### src/rtl/dash_ctrl.sv
// Dashboard control core: keypad events drive power, lamps, gear interlock and a chaser/hazard blink engine.
// Optional build macro DASH_TURN_TIMEOUT_EN adds auto-cancel of the turn signal after TURN_TIMEOUT chaser cycles.
module dash_ctrl #(
  parameter int KEY_W          = 4,
  parameter int LAMPS_PER_SIDE = 3,
  parameter int BLINK_DIV      = 25000000,
  parameter int TURN_TIMEOUT   = 8
) (
  input  logic                        clk,
  input  logic                        rst,
  input  logic [KEY_W-1:0]            key_code,
  input  logic                        key_valid,
  output logic                        power_on,
  output logic                        headlights,
  output logic [2*LAMPS_PER_SIDE-1:0] dir,
  output logic                        brake_light,
  output logic [1:0]                  gear,
  output logic                        reverse_light,
  output logic                        shift_reject
);
  localparam int L      = LAMPS_PER_SIDE;
  localparam int CNT_W  = (BLINK_DIV > 2) ? $clog2(BLINK_DIV) : 1;
  localparam int STEP_W = (L > 1) ? $clog2(L + 1) : 1;

  localparam logic [KEY_W-1:0] K_POWER = KEY_W'(5);
  localparam logic [KEY_W-1:0] K_HEAD  = KEY_W'(8);
  localparam logic [KEY_W-1:0] K_LEFT  = KEY_W'(4);
  localparam logic [KEY_W-1:0] K_RIGHT = KEY_W'(6);
  localparam logic [KEY_W-1:0] K_HAZ   = KEY_W'(7);
  localparam logic [KEY_W-1:0] K_BRAKE = KEY_W'(15);
  localparam logic [KEY_W-1:0] K_P     = KEY_W'(1);
  localparam logic [KEY_W-1:0] K_R     = KEY_W'(2);
  localparam logic [KEY_W-1:0] K_N     = KEY_W'(3);
  localparam logic [KEY_W-1:0] K_D     = KEY_W'(10);

  localparam logic [1:0] GEAR_P = 2'b00;
  localparam logic [1:0] GEAR_R = 2'b01;
  localparam logic [1:0] GEAR_N = 2'b10;
  localparam logic [1:0] GEAR_D = 2'b11;

  typedef enum logic {PWR_OFF, PWR_ON} pwr_e;
  typedef enum logic [1:0] {TURN_NONE, TURN_LEFT, TURN_RIGHT} turn_e;
  typedef enum logic [1:0] {MODE_IDLE, MODE_LEFT, MODE_RIGHT, MODE_HAZ} mode_e;

  if (LAMPS_PER_SIDE < 1 || BLINK_DIV < 2 || TURN_TIMEOUT < 1) begin : g_bad_param
    $error("dash_ctrl: parameter out of range");
  end

  pwr_e              pwr_q, pwr_d;
  turn_e             turn_q, turn_d;
  mode_e             mode_q, mode_d;
  logic              head_q, head_d, haz_q, haz_d, brake_q, brake_d, rej_q, rej_d;
  logic [1:0]        gear_q, gear_d, gear_tgt;
  logic              gear_req, turn_key, wrap_now;
  logic [CNT_W-1:0]  cnt_q, cnt_d;
  logic [STEP_W-1:0] step_q, step_d;
`ifdef DASH_TURN_TIMEOUT_EN
  localparam int TMO_W = $clog2(TURN_TIMEOUT + 1);
  logic [TMO_W-1:0]  tmo_q, tmo_d;
`endif

  always_ff @(posedge clk) begin
    if (rst) begin
      pwr_q   <= PWR_OFF;
      turn_q  <= TURN_NONE;
      mode_q  <= MODE_IDLE;
      head_q  <= 1'b0;
      haz_q   <= 1'b0;
      brake_q <= 1'b0;
      rej_q   <= 1'b0;
      gear_q  <= GEAR_P;
      cnt_q   <= '0;
      step_q  <= '0;
`ifdef DASH_TURN_TIMEOUT_EN
      tmo_q   <= '0;
`endif
    end else begin
      pwr_q   <= pwr_d;
      turn_q  <= turn_d;
      mode_q  <= mode_d;
      head_q  <= head_d;
      haz_q   <= haz_d;
      brake_q <= brake_d;
      rej_q   <= rej_d;
      gear_q  <= gear_d;
      cnt_q   <= cnt_d;
      step_q  <= step_d;
`ifdef DASH_TURN_TIMEOUT_EN
      tmo_q   <= tmo_d;
`endif
    end
  end

  always_comb begin
    pwr_d    = pwr_q;
    turn_d   = turn_q;
    mode_d   = mode_q;
    head_d   = head_q;
    haz_d    = haz_q;
    brake_d  = brake_q;
    rej_d    = 1'b0;
    gear_d   = gear_q;
    cnt_d    = cnt_q;
    step_d   = step_q;
    gear_req = 1'b0;
    gear_tgt = gear_q;
    turn_key = 1'b0;
    wrap_now = (mode_q != MODE_IDLE) && (cnt_q == CNT_W'(BLINK_DIV - 1)) &&
               (step_q == STEP_W'(L));
`ifdef DASH_TURN_TIMEOUT_EN
    tmo_d    = tmo_q;
`endif

    if (key_valid) begin
      if (pwr_q == PWR_OFF) begin
        if (key_code == K_POWER) pwr_d = PWR_ON;
      end else begin
        case (key_code)
          K_POWER: begin
            if (gear_q == GEAR_P) begin
              pwr_d   = PWR_OFF;
              head_d  = 1'b0;
              turn_d  = TURN_NONE;
              haz_d   = 1'b0;
              brake_d = 1'b0;
            end else begin
              rej_d = 1'b1;
            end
          end
          K_HEAD:  head_d  = ~head_q;
          K_HAZ:   haz_d   = ~haz_q;
          K_BRAKE: brake_d = ~brake_q;
          K_LEFT: begin
            turn_key = 1'b1;
            turn_d   = (turn_q == TURN_LEFT) ? TURN_NONE : TURN_LEFT;
          end
          K_RIGHT: begin
            turn_key = 1'b1;
            turn_d   = (turn_q == TURN_RIGHT) ? TURN_NONE : TURN_RIGHT;
          end
          K_P: begin gear_req = 1'b1; gear_tgt = GEAR_P; end
          K_R: begin gear_req = 1'b1; gear_tgt = GEAR_R; end
          K_N: begin gear_req = 1'b1; gear_tgt = GEAR_N; end
          K_D: begin gear_req = 1'b1; gear_tgt = GEAR_D; end
          default: ;
        endcase
      end
    end

    // Leaving P needs the brake; D and R never swap directly.
    if (gear_req && gear_tgt != gear_q) begin
      if (gear_q == GEAR_P && !brake_q) rej_d = 1'b1;
      else if ((gear_q == GEAR_D && gear_tgt == GEAR_R) ||
               (gear_q == GEAR_R && gear_tgt == GEAR_D)) rej_d = 1'b1;
      else gear_d = gear_tgt;
    end

`ifdef DASH_TURN_TIMEOUT_EN
    // A turn key pressed on the expiry cycle wins over the timeout.
    if (pwr_d == PWR_OFF || turn_key) begin
      tmo_d = '0;
    end else if (wrap_now && turn_q != TURN_NONE) begin
      if (tmo_q == TMO_W'(TURN_TIMEOUT - 1)) begin
        tmo_d  = '0;
        turn_d = TURN_NONE;
      end else begin
        tmo_d = tmo_q + 1'b1;
      end
    end
`endif

    if (pwr_d == PWR_OFF) mode_d = MODE_IDLE;
    else if (haz_d)       mode_d = MODE_HAZ;
    else if (turn_d == TURN_LEFT)  mode_d = MODE_LEFT;
    else if (turn_d == TURN_RIGHT) mode_d = MODE_RIGHT;
    else mode_d = MODE_IDLE;

    // Any change of display mode restarts the engine with the first lamp lit.
    if (mode_d == MODE_IDLE) begin
      cnt_d  = '0;
      step_d = '0;
    end else if (mode_d != mode_q) begin
      cnt_d  = '0;
      step_d = STEP_W'(1);
    end else if (cnt_q == CNT_W'(BLINK_DIV - 1)) begin
      cnt_d  = '0;
      step_d = (step_q == STEP_W'(L)) ? '0 : step_q + 1'b1;
    end else begin
      cnt_d = cnt_q + 1'b1;
    end
  end

  always_comb begin
    dir = '0;
    for (int i = 0; i < L; i++) begin
      case (mode_q)
        MODE_LEFT:  dir[L+i] = int'(step_q) > i;
        MODE_RIGHT: dir[i]   = int'(step_q) > i;
        MODE_HAZ: begin
          dir[i]   = step_q[0];
          dir[L+i] = step_q[0];
        end
        default: ;
      endcase
    end
  end

  assign power_on      = (pwr_q == PWR_ON);
  assign headlights    = head_q;
  assign brake_light   = power_on & brake_q;
  assign gear          = gear_q;
  assign reverse_light = power_on & (gear_q == GEAR_R);
  assign shift_reject  = rej_q;

endmodule
### config.mk
export PLATFORM = sky130hd
export DESIGN_NAME = dash_ctrl
export DESIGN_NICKNAME = d
export VERILOG_FILES = /design/src/rtl/dash_ctrl.sv
export SDC_FILE = /design/constraint.sdc
export NUM_CORES = 1
export LEC_CHECK = 0
export BUFFER_PORTS_ARGS = -buffer_cell sky130_fd_sc_hd__buf_2
export CAP_MARGIN = 20
export CELL_PAD_IN_SITES_DETAIL_PLACEMENT = 1
export CELL_PAD_IN_SITES_GLOBAL_PLACEMENT = 2
export CORE_ASPECT_RATIO = 1.5
export CORE_MARGIN = 10
export CORE_UTILIZATION = 38
export CTS_BUF_LIST = sky130_fd_sc_hd__clkbuf_4
export CTS_CLUSTER_DIAMETER = 150
export DETAILED_ROUTE_END_ITERATION = 16
export PLACE_DENSITY = 0.93
export SLEW_MARGIN = 20
export SYNTH_ARGS = -nofsm -noshare
export SYNTH_HDL_FRONTEND = slang
export SYNTH_SLANG_ARGS = --single-unit
export TNS_END_PERCENT = 5
### constraint.sdc
create_clock -name clk -period 3.1 [get_ports clk]
set_clock_uncertainty 0.15 [all_clocks]
set_input_delay 0 -clock clk [delete_from_list [all_inputs] [get_ports clk]]
set_output_delay 0 -clock clk [all_outputs]
set_load 0.1 [all_outputs]
# [Yosys cells after proc, flatten, opt, wreduce, memory -nomap -nowiden]
# Index checks and enable logic that the tools add are counted.
[word_totals] regBits=38 inputBits=7 output_inout_bits=13
[op_classes] addsub=2 magnitude_cmp=3 eq_ne=26 muxes=43 bitwise_logic=7 reduce_logical=18
[ops] cell="$add A25 B1 Y25 const B" n=1
[ops] cell="$eq A25 B25 Y1 const B" n=1
[ops] cell="$mux W2" n=11
[ops] cell="$mux W1" n=21
[ops] cell="$pmux W1 S2" n=9
[ops] cell="$eq A4 B3 Y1 const B" n=4
[ops] cell="$eq A2 B2 Y1 const B" n=7
[ops] cell="$eq A4 B4 Y1 const B" n=3
[ops] cell="$eq A2 B1 Y1 const B" n=5
[ops] cell="$eq A4 B2 Y1 const B" n=2
[ops] cell="$pmux W2 S4" n=1
[ops] cell="$reduce_and A4 Y1" n=2
[ops] cell="$reduce_or A4 Y1" n=2
[ops] cell="$pmux W2 S3" n=1
[ops] cell="$reduce_bool A2 Y1" n=3
[ops] cell="$not A1 Y1" n=5
[ops] cell="$eq A4 B1 Y1 const B" n=1
[ops] cell="$gt A2 B1 Y1 const B" n=2
[ops] cell="$logic_and A1 B1 Y1" n=4
[ops] cell="$logic_not A2 Y1" n=2
[ops] cell="$ne A2 B2 Y1" n=2
[ops] cell="$reduce_and A3 Y1" n=1
[ops] cell="$reduce_or A3 Y1" n=1
[ops] cell="$add A2 B1 Y2 const B" n=1
[ops] cell="6 further kinds" n=7

# [Logic depth before layout (Yosys ltp)]
[logic_depth] word_depth=12 depth_mapped=8

# [Worst setup path after synthesis]
# Ideal clock, no wire load.
[synth_timing] path_kind="register to output" startpoint="register step_q[0]" endpoint="output dir[2]" arrival_ns=2.837 required_ns=2.950 setup_slack_ns=0.113 stages_incl_launch_ff=4 n_path_buf=0 cell_sequence="dfxtp_1 > ha_1 > nand2_1 > a21boi_0"
[synth_via] elab_chain_len=2
[synth_lines] element="from (decl)" line_no="56" rtl="logic [STEP_W-1:0] step_q, step_d;"
[synth_lines] element="from (signal assigned)" line_no="87" rtl="step_q <= step_d;"
[synth_lines] element="$gt A2 B2 Y1" line_no="198" rtl="MODE_RIGHT: dir[i] = int'(step_q) > i;"
[synth_lines] element="$pmux W1 S2 *" line_no="196" rtl="case (mode_q)"
[synth_lines] element="to (decl)" line_no="15" rtl="output logic [2*LAMPS_PER_SIDE-1:0] dir,"
# Every way passes the cells marked *; elsewhere a longest branch is shown, timed or not.

# [Worst setup path after layout]
[layout_timing] startpoint="register pwr_q, in the netlist power_on" endpoint="register cnt_q[19]"
[layout_via] elab_chain_len=9
[layout_lines] element="from (decl)" line_no="49" rtl="pwr_e pwr_q, pwr_d;"
[layout_lines] element="from (signal assigned)" line_no="78" rtl="pwr_q <= pwr_d;"
[layout_lines] element="$mux W2" line_no="115" rtl="if (pwr_q == PWR_OFF) begin"
[layout_lines] element="$mux W2" line_no="114" rtl="if (key_valid) begin"
[layout_lines] element="$eq A2 B2 Y1" line_no="175" rtl="else if (turn_d == TURN_RIGHT) mode_d = MODE_RIGHT;"
[layout_lines] element="$mux W2" line_no="175"
[layout_lines] element="$mux W2" line_no="174" rtl="else if (turn_d == TURN_LEFT) mode_d = MODE_LEFT;"
[layout_lines] element="$mux W2" line_no="173" rtl="else if (haz_d) mode_d = MODE_HAZ;"
[layout_lines] element="$mux W2 *" line_no="172" rtl="if (pwr_d == PWR_OFF) mode_d = MODE_IDLE;"
[layout_lines] element="$ne A2 B2 Y1 / $logic_not A2 Y1 (equally long branches)" line_no="182, 179"
[layout_lines] element="$reduce_or A4 Y1 (no source line) *"
[layout_lines] element="to (signal assigned)" line_no="86" rtl="cnt_q <= cnt_d;"
[layout_lines] element="to (decl)" line_no="55" rtl="logic [CNT_W-1:0] cnt_q, cnt_d;"
# Marks and branches as above.
# A chain may end at the register's enable or synchronous reset.

==> impl_metrics.py <==
metrics = {
    "final_layout": {
        "multiInputGateArea_mm2": 0.00132,
        "fill_cells": 690,
        "regArea_um2": 761,
        "diodes": 0,
        "drive_gt1_share_pct": 18.9,
        "nets": 291,
        "area_growth_syn_to_layout_pct": 13.0,
        "final_area_mm2": 0.00250,
    },
    "routing": {
        "num_vias": 1918,
        "first_pass_iters": 4,
        "ant_nets": 0,
        "via_per_inst": 5.43,
        "wire_per_inst_um": 15.7,
        "drt-initial-drc-count": 73,
        "drc_errors": 0,
        "wirelength_um": 5530,
    },
    "synth": {
        "synth_most_common_cell": "dfxtp_1",
        "synth_top_cell_by_area": "dfxtp_1",
        "yosysUniqueCellTypes": 54,
        "synthesis.nets": 267,
        "syn-instance-count": 256,
        "synth_edf_count": 0,
        "yosysWarnings": 0,
        "synth_top_cells_by_area": "dfxtp_1 34%, xnor2_1 7.9%, nor3_2 5.9%",
        "synth_ff_type": "dfxtp_1",
        "ys_seq_area_share_pct": 34.4,
        "synth_top_area_share_pct": 34.4,
        "synthTopCellsByCount": "38 x dfxtp_1, 21 x nor2_1, 20 x xnor2_1",
        "async_flop_share_pct": 0,
        "postSynthAreaPerCell_um2": 8.63,
        "ys_seq_elements": 38,
        "synthesis.area_mm2": 0.00221,
    },
    "setup_path": {
        "reg2reg_from": "power_on",
        "cp-end-kind": "register",
        "crit_type": "reg2reg",
        "cp-start-kind": "register",
        "max_stage_delay_ns": 0.62,
        "reg2reg_slack_ns": 0.39,
        "critPathSlowestCell": "a31o_1",
        "required_ns": 3.18,
        "path_cells": "and4b_1 > a21oi_1 > o311ai_0 > a31o_1 > buf_4 > nor3_1",
        "path_buf_inv": 1,
        "cp_top_family": "compound AO/OA/AOI/OAI gates",
        "reg2reg_to": "cnt_q[19]",
        "arrival_ns": 2.79,
        "rr_worst_depth": 6,
        "critPathMaxFanout": 14,
    },
    "timing": {
        "setup_violations": 0,
        "fin_crit_sh_pct": 87.4,
        "tightest_slew_ns": 0.625,
        "fmax_ghz": 0.369,
        "relSlewSlack_pct": 58.3,
        "slew_violations": 0,
        "holdWs_ns": 0.346,
        "report.final.hold_viol_count": 0,
        "min_period_ns": 2.71,
        "setup-tns-final_ns": 0,
        "rsz0062_at_grt": "false",
    },
    "pwr": {
        "power.density_mw_per_mm2": 348,
        "total_leakage_power_nw": 0.835,
        "peakVddDrop_uv": 200,
    },
    "floorplan": {
        "pin_count": 20,
        "chipWidth_um": 82.2,
        "fp.dieArea_mm2": 0.00932,
        "core_area_mm2": 0.00574,
        "rows": 34,
        "die_y_um": 113,
        "start_util_pct": 38.5,
    },
    "min_path": {
        "hold_path_depth": 3,
        "hp-start": "rst",
        "whs_endpoint": "brake_q",
        "hold_path.class": "in2reg",
    },
    "place": {
        "routabilityCongestion": 0.867,
        "port-buffer-count": 19,
        "post_dp_cell_area_mm2": 0.00234,
        "hpwl_um": 4180,
    },
    "global_routing": {
        "grt_pass1_wl_um": 9700,
        "antenna_found_initial": 0,
        "grt_overflow": 0,
        "grt_pass1_vias": 2009,
        "grt_max_degree": 19,
        "grt_use_total_pct": 13.0,
    },
    "clock_network": {
        "cts_tree": "built",
        "root_buffer": "clkbuf_4",
        "clock-sinks": 38,
        "worstSkewPairLatency_ns": 0.35,
        "ctsResizeCount": 0,
        "cts_max_level": 2,
        "numCtsBuffers": 5,
        "clk_pin_slew_worst_paths_ns": 0.12,
        "clockBufferDepth": 2,
    },
    "flow_run": {
        "drv_cap": 0,
    },
    "status": {
        "outcome": "completed",
    },
}
-- worst max-delay path by stage --
stage / startpoint / end / cells past startpoint
global route: power_on / cnt_q[18] / 6
CTS: power_on / cnt_q[19] / 6
global placement: power_on / cnt_q[18] / 6
finish: power_on / cnt_q[19] / 6
floorplan: step_q[0] / dir[2] / 3
detailed placement: power_on / cnt_q[19] / 6
-- sequential cells by signal (all words and copies together), names as in the netlist --
signal        flops
gear              2
step_q            2
brake_q           1
headlights        1
mode_q            2
cnt_q            25
haz_q             1
turn_q            2
power_on          1
shift_reject      1
-- cells by family (layout without fill, tap and decap cells) --
group,Yosys count,in the layout,synth area share [%]
AOI/OAI and AO/OA,41,41,12.9
xor gates and xnor gates,24,24,9.52
adders and majority gates,4,4,2.27
buffers and inverters,26,51,5.89
DFF,38,38,34.4
muxes,4,4,1.87
and+or+nand+nor,119,119,33.1
-- placed cells by master, fill, tap and decap left out, types with 6 or more instances in the layout --
master,n
nor3_1,13
a21oi_1,8
xnor2_1,20
nand4_1,6
nor3_2,13
nand2_1,12
nand3_1,16
o21ai_0,9
nand2b_1,6
dfxtp_1,38
nor2_1,21
inv_1,11
dlygate4sd3_1,8
and2_1,6
buf_2,19
-- layout make-up --
class | instances | area share (%)
multi-input combinational | 192 | 52.8
sequential | 38 | 30.5
timing repair buffer | 31 | 8.22
tap | 72 | 3.61
inverter | 12 | 1.80
clock inverter | 3 | 1.60
clock buffer | 5 | 1.50
-- through the flow --
stage | std cells | util [%] | worst slack (ns) | power (mW)
floorplan | 256 | - | 0.113 | 0.524
global placement | 337 | 40.7 | 0.566 | 0.536
detailed placement | 337 | 40.7 | 0.374 | 0.536
CTS | 353 | 43.5 | 0.347 | 0.877
global route | 353 | 43.5 | 0.220 | 0.911
finish | 353 | 43.5 | 0.389 | 0.869
-- worst reg2reg max path, delay by kind of cell (launching register included) --
| family | cells | cell delay [ns] |
|---|---|---|
| AOI/OAI and AO/OA | 3 | 1.21 |
| and+or+nand+nor | 2 | 0.40 |
| buffers and inverters | 1 | 0.30 |
| DFF | 1 | 0.52 |
-- layer usage --
metal | vias to the layer above | routed length, um | global-route usage, %
li1 | 958 | - | -
met1 | 930 | 2260 | 14.0
met2 | 20 | 3020 | 23.0
met3 | 10 | 147 | 3.41
met4 | 0 | 108 | 5.13
met5 | - | 0 | 0
-- power by group --
part | total (mW) | switching, mW | internal (mW) | leakage [nW]
registers | 0.489 | 0.000853 | 0.488 | 0.306
logic | 0.0423 | 0.0256 | 0.0167 | 0.485
clock network | 0.338 | 0.170 | 0.167 | 0.0450
-- repair_timing --
item                      in CTS  in global routing
hold endpoints to repair       9                  0
buffers inserted               0                  0
hold buffers                   8                  0
(Power assumes the default switching activity.)
